## src/rtl/transmitter_uart.sv

```systemverilog
// 8N1 UART transmitter fed by a small byte FIFO; frames run back-to-back
// while the FIFO has data, and tx always comes straight from a flop.
module transmitter_uart #(
  parameter int CLKS_PER_BIT = 5200,
  parameter int FIFO_DEPTH   = 4
) (
  input  logic       clk,
  input  logic       rst_n,
  input  logic [7:0] data,
  input  logic       wr,
  output logic       tx,
  output logic       full,
  output logic [2:0] level,
  output logic       busy,
  output logic       done,
  output logic       overflow,
  output logic       led
);
  localparam int          PW      = (FIFO_DEPTH > 1) ? $clog2(FIFO_DEPTH) : 1;
  localparam logic [15:0] CNT_MAX = 16'(CLKS_PER_BIT - 1);
  localparam logic [2:0]  DEPTH_L = 3'(FIFO_DEPTH);

  localparam logic [1:0] IDLE  = 2'd0;
  localparam logic [1:0] START = 2'd1;
  localparam logic [1:0] DATA  = 2'd2;
  localparam logic [1:0] STOP  = 2'd3;

  logic [1:0]    state;
  logic [15:0]   cnt;
  logic [2:0]    bit_idx;
  logic [7:0]    shreg;
  logic [7:0]    mem [FIFO_DEPTH];
  logic [PW-1:0] wptr, rptr;
  logic          push, pop, bit_end;

  // Full is judged on the pre-edge level, so a write while full is dropped
  // even when the transmitter pops on the same edge.
  assign full    = (level == DEPTH_L);
  assign push    = wr && !full;
  assign bit_end = (cnt == CNT_MAX);
  assign pop     = (level != 3'd0) && ((state == IDLE) || (state == STOP && bit_end));
  assign busy    = (state != IDLE);

  always_ff @(posedge clk) begin
    if (push) mem[wptr] <= data;
  end

  always_ff @(posedge clk or negedge rst_n) begin
    if (!rst_n) begin
      wptr     <= '0;
      rptr     <= '0;
      level    <= '0;
      overflow <= 1'b0;
    end else begin
      if (push) wptr <= wptr + 1'b1;
      if (pop)  rptr <= rptr + 1'b1;
      level    <= level + {2'b00, push} - {2'b00, pop};
      overflow <= wr && full;
    end
  end

  always_ff @(posedge clk or negedge rst_n) begin
    if (!rst_n) begin
      state   <= IDLE;
      cnt     <= '0;
      bit_idx <= '0;
      shreg   <= '0;
      tx      <= 1'b1;
      done    <= 1'b0;
      led     <= 1'b0;
    end else begin
      done <= 1'b0;
      case (state)
        IDLE: begin
          tx  <= 1'b1;
          cnt <= '0;
          if (pop) begin
            shreg <= mem[rptr];
            tx    <= 1'b0;
            state <= START;
          end
        end
        START: begin
          if (bit_end) begin
            cnt     <= '0;
            bit_idx <= '0;
            tx      <= shreg[0];
            state   <= DATA;
          end else begin
            cnt <= cnt + 16'd1;
          end
        end
        DATA: begin
          if (bit_end) begin
            cnt <= '0;
            if (bit_idx == 3'd7) begin
              tx    <= 1'b1;
              state <= STOP;
            end else begin
              tx      <= shreg[1];
              shreg   <= {1'b0, shreg[7:1]};
              bit_idx <= bit_idx + 3'd1;
            end
          end else begin
            cnt <= cnt + 16'd1;
          end
        end
        STOP: begin
          if (bit_end) begin
            cnt  <= '0;
            done <= 1'b1;
            led  <= ~led;
            // Chain straight into the next start bit when more data waits.
            if (pop) begin
              shreg <= mem[rptr];
              tx    <= 1'b0;
              state <= START;
            end else begin
              state <= IDLE;
            end
          end else begin
            cnt <= cnt + 16'd1;
          end
        end
        default: state <= IDLE;
      endcase
    end
  end
endmodule

```

## config.mk

```make
export PLATFORM = sky130hd
export DESIGN_NAME = transmitter_uart
export DESIGN_NICKNAME = d
export VERILOG_FILES = /design/src/rtl/transmitter_uart.sv
export SDC_FILE = /design/constraint.sdc
export NUM_CORES = 1
export LEC_CHECK = 0
export ABC_AREA = 1
export BUFFER_PORTS_ARGS = -buffer_cell sky130_fd_sc_hd__buf_2
export CAP_MARGIN = 40
export CORE_MARGIN = 2
export CORE_UTILIZATION = 55
export DETAILED_ROUTE_END_ITERATION = 7
export GPL_TIMING_DRIVEN = 0
export PLACE_DENSITY = 0.84
export SLEW_MARGIN = 40
export SYNTH_ARGS = -nofsm -noshare
export SYNTH_HDL_FRONTEND = slang
export SYNTH_SLANG_ARGS = --single-unit
```

## constraint.sdc

```tcl
create_clock -name clk -period 2.56 [get_ports clk]
set_input_delay 0.512 -clock clk [delete_from_list [all_inputs] [get_ports clk]]
set_output_delay 0.512 -clock clk [all_outputs]
set_load 0.005 [all_outputs]
```

==> impl_metrics.py <==
metrics = {
    "logic_synthesis": {
        "synth-edff-count": 32,
        "netlist_instances": 361,
        "yosys_warnings": 0,
        "yosysUniqueCellTypes": 30,
        "synthArstFlopShare": 0.556,
        "synthTopCellsByCount": "nand2_1 (102), dfrtp_1 (39), nand3_1 (39)",
        "synth.area.top_cells": "dfrtp_1 (29%), edfxtp_1 (28%), nand2_1 (11%), nand3_1 (5.7%), ha_1 (5.5%)",
        "seq_area_frac_synth": 0.575,
        "synth_top_area_cell": "dfrtp_1",
        "synth.top_cell.area_share": 0.286,
        "avgSynthCellArea_um2": 9.47,
        "synth_nets": 388,
        "syn_area_um2": 3420,
        "ys_ff_latch": 72,
        "synth_ff_type": "dfrtp_1",
        "yosysMostFrequentCell": "nand2_1",
    },
    "clock_tree": {
        "htreeDepth": 3,
        "cts_root_buf": "clkbuf_8",
        "cts_tree": "yes",
        "cts_num_sinks": 72,
        "path_clk_slew_ps": 80,
        "clk_latency_ps": 340,
        "cts_buffers": 9,
        "cts_buffer_depth": 2,
    },
    "power_and_ir_drop": {
        "p_leak_nw": 1.80,
        "power_frac_comb": 0.130,
        "seqPwrFrac": 0.520,
        "ir_drop_uv": 515,
        "p_per_area_nw_per_um2": 720,
        "total_power_w": 0.00275,
        "p_sw_frac": 0.262,
        "internal-power_w": 0.00203,
        "clockPowerShare": 0.350,
        "power_switching_w": 0.000721,
    },
    "worst_setup_path": {
        "path_max_fanout": 5,
        "end_kind": "flip-flop",
        "worstPathArrival_ps": 2610,
        "crit_path_start_kind": "flip-flop",
        "crit_end": "level[2]",
        "reg2reg_depth": 12,
        "crit_start": "cnt[0]",
        "reg2reg_from": "cnt[0]",
        "rrSetupSlack_ps": 170,
        "cpMostUsedCell": "ha_1",
        "cp_slowest_cell": "dfrtp_1",
        "crit_chain": "ha_1 -> nand3_2 -> nor2_1 -> nand3_2 -> nand2_2 -> nand2_4 -> inv_1 -> ha_1 -> inv_1 -> ha_1 -> fa_1 -> xor2_1",
        "critical_path_class": "flip-flop to flip-flop",
        "reg2reg_to": "level[2]",
        "slowest_delay_ps": 400,
        "worst_ep_required_time_ps": 2780,
    },
    "timing": {
        "min_period_ps": 2390,
        "rsz0062_at_grt": "no",
        "finClkSkew_ps": 9.58,
        "slew_headroom": 0.475,
        "setup-violations-final": 0,
        "drv_slew": 0,
        "worst_slew_pin_slew_ps": 785,
        "min_period_over_period": 0.935,
        "fmax_mhz": 418,
        "setup_tns_ps": 0,
        "hold_viol": 0,
    },
    "routing": {
        "drc": 0,
        "first_iter_violations": 144,
        "wirelength_um": 6340,
        "viasPerCell": 5.38,
        "dr.pass1.iters": 4,
        "wl_per_cell_um": 13.5,
        "ant_nets": 0,
        "vias": 2533,
    },
    "global_routing": {
        "grt-ovfl-total": 0,
        "antenna_found_initial": 0,
        "grt_pass1_vias": 2454,
        "grt_max_degree": 41,
        "grt_pass1_wl_um": 11100,
        "grt_use_total": 0.198,
    },
    "floorplan": {
        "num_io_pins": 20,
        "dieHeight_um": 82.8,
        "core_um2": 5960,
        "rows": 28,
        "dieArea_um2": 6860,
        "start_util": 0.574,
        "die_x_um": 82.8,
    },
    "finish": {
        "drive_gt1_frac": 0.139,
        "nets": 418,
        "area_growth_pct": 12.0,
        "final_cells": 471,
        "n_antenna_cell": 0,
        "fillers": 458,
    },
    "placed_design": {
        "dp_cells": 455,
        "dp_hpwl_um": 4290,
        "place_congestion": 0.832,
        "port_buffers": 19,
    },
    "flow_run": {
        "drv_cap": 0,
    },
    "worst_hold_path": {
        "hold_path_class": "primary input to asynchronous set/reset pin",
    },
    "run_status": {
        "status": "finished, final reports clean",
    },
}
==> cells in the final DEF, fill, tap and decap left out, types with 2 or more instances in the layout <==
cell type	Yosys	layout
edfxtp_1	32	32
buf_2	5	23
nor3_1	6	6
nor2_1	34	33
clkbuf_8	0	9
ha_1	15	15
inv_1	35	35
nand2_4	2	3
xnor2_1	4	4
bufinv_16	0	2
a21oi_1	8	8
nand3_1	39	39
nand3_2	2	2
o21ai_0	10	10
dfrtp_1	39	39
nor2_2	3	4
nand2_1	102	102
xor2_1	5	5
clkinv_2	0	2
nand4_1	2	2
nand2_2	5	4
clkinv_1	2	4
==> power groups by stage <==
| stage | Clock [W] | Sequential [W] | Combinational (W) |
|---|---|---|---|
| 2_1_floorplan | 0 | 0.00144 | 0.000224 |
| 3_3_place_gp | 0 | 0.00145 | 0.000333 |
| 3_5_place_dp | 0 | 0.00145 | 0.000350 |
| 4_1_cts | 0.000970 | 0.00143 | 0.000361 |
| 5_1_grt | 0.00102 | 0.00145 | 0.000407 |
| 6_report | 0.000963 | 0.00143 | 0.000358 |
==> layout make-up <==
cell class                      count  area [um^2]  area share
Buffer                              6         28.8     0.00752
Clock buffer                        9          124      0.0324
Clock inverter                      7         86.3      0.0226
Inverter                           38          143      0.0373
Multi-Input combinational cell    245         1290       0.337
Sequential cell                    72         1960       0.513
Tap cell                           75         93.8      0.0245
Timing Repair Buffer               19         97.6      0.0255
==> what timing repair did <==
action	CTS	global route
hold buffers	0	0
setup endpoints to repair	0	1
setup buffers	0	0
resized for setup	0	1
==> cell families after synthesis <==
| family | Yosys count | share of synthesized area |
|---|---|---|
| adders and majority gates | 16 | 0.0608 |
| DFF | 72 | 0.575 |
| xor gates and xnor gates | 9 | 0.0231 |
| AOI/OAI and AO/OA | 23 | 0.0374 |
| buffers and inverters | 44 | 0.0502 |
| and+or+nand+nor | 197 | 0.254 |
==> through the flow <==
| stage | setup WS (ps) | hold slack, ps | util | instance area, um^2 |
|---|---|---|---|---|
| after floorplan | 338 | 216 | - | 3420 |
| after global routing | 15.2 | 169 | 0.642 | 3830 |
| final | 167 | 125 | 0.642 | 3830 |
| after detailed placement | 179 | 460 | 0.606 | 3610 |
| after CTS | 111 | 149 | 0.641 | 3820 |
| after global placement | 200 | 448 | 0.605 | 3610 |
==> worst min-delay path by stage <==
stage / end / slack, ps / cells after the start
floorplan: bit_idx[0] / 220 / 0
global placement: cnt[0] / 450 / 1
detailed placement: shreg[2] / 460 / 2
CTS: cnt[12] / 150 / 1
global route: cnt[11] / 170 / 1
finish: cnt[11] / 130 / 1
==> metal layers <==
layer | up-vias | track usage | wire length [um]
met2 | 79 | 0.331 | 3130
met5 | - | 0 | 0
met1 | 1207 | 0.257 | 2790
li1 | 1232 | - | -
met3 | 15 | 0.0358 | 301
met4 | 0 | 0.0820 | 116
==> state kept, by name, summed over array words and instances (netlist names) <==
| name | count |
|---|---|
| led | 1 |
| shreg | 8 |
| done | 1 |
| overflow | 1 |
| bit_idx | 3 |
| mem | 32 |
| tx | 1 |
| rptr | 2 |
| cnt | 16 |
| wptr | 2 |
| state | 2 |
| level | 3 |
==> critical path: cells and delay by family, from the launching register on <==
kind | cells | cell delay (ps)
adder cells (fa/ha/maj) | 4 | 1070
AND/OR/NAND/NOR | 5 | 500
flip-flops | 1 | 400
XOR/XNOR | 1 | 170
buffers and inverters | 2 | 120
Note: power is estimated with default switching activity, not from simulation.
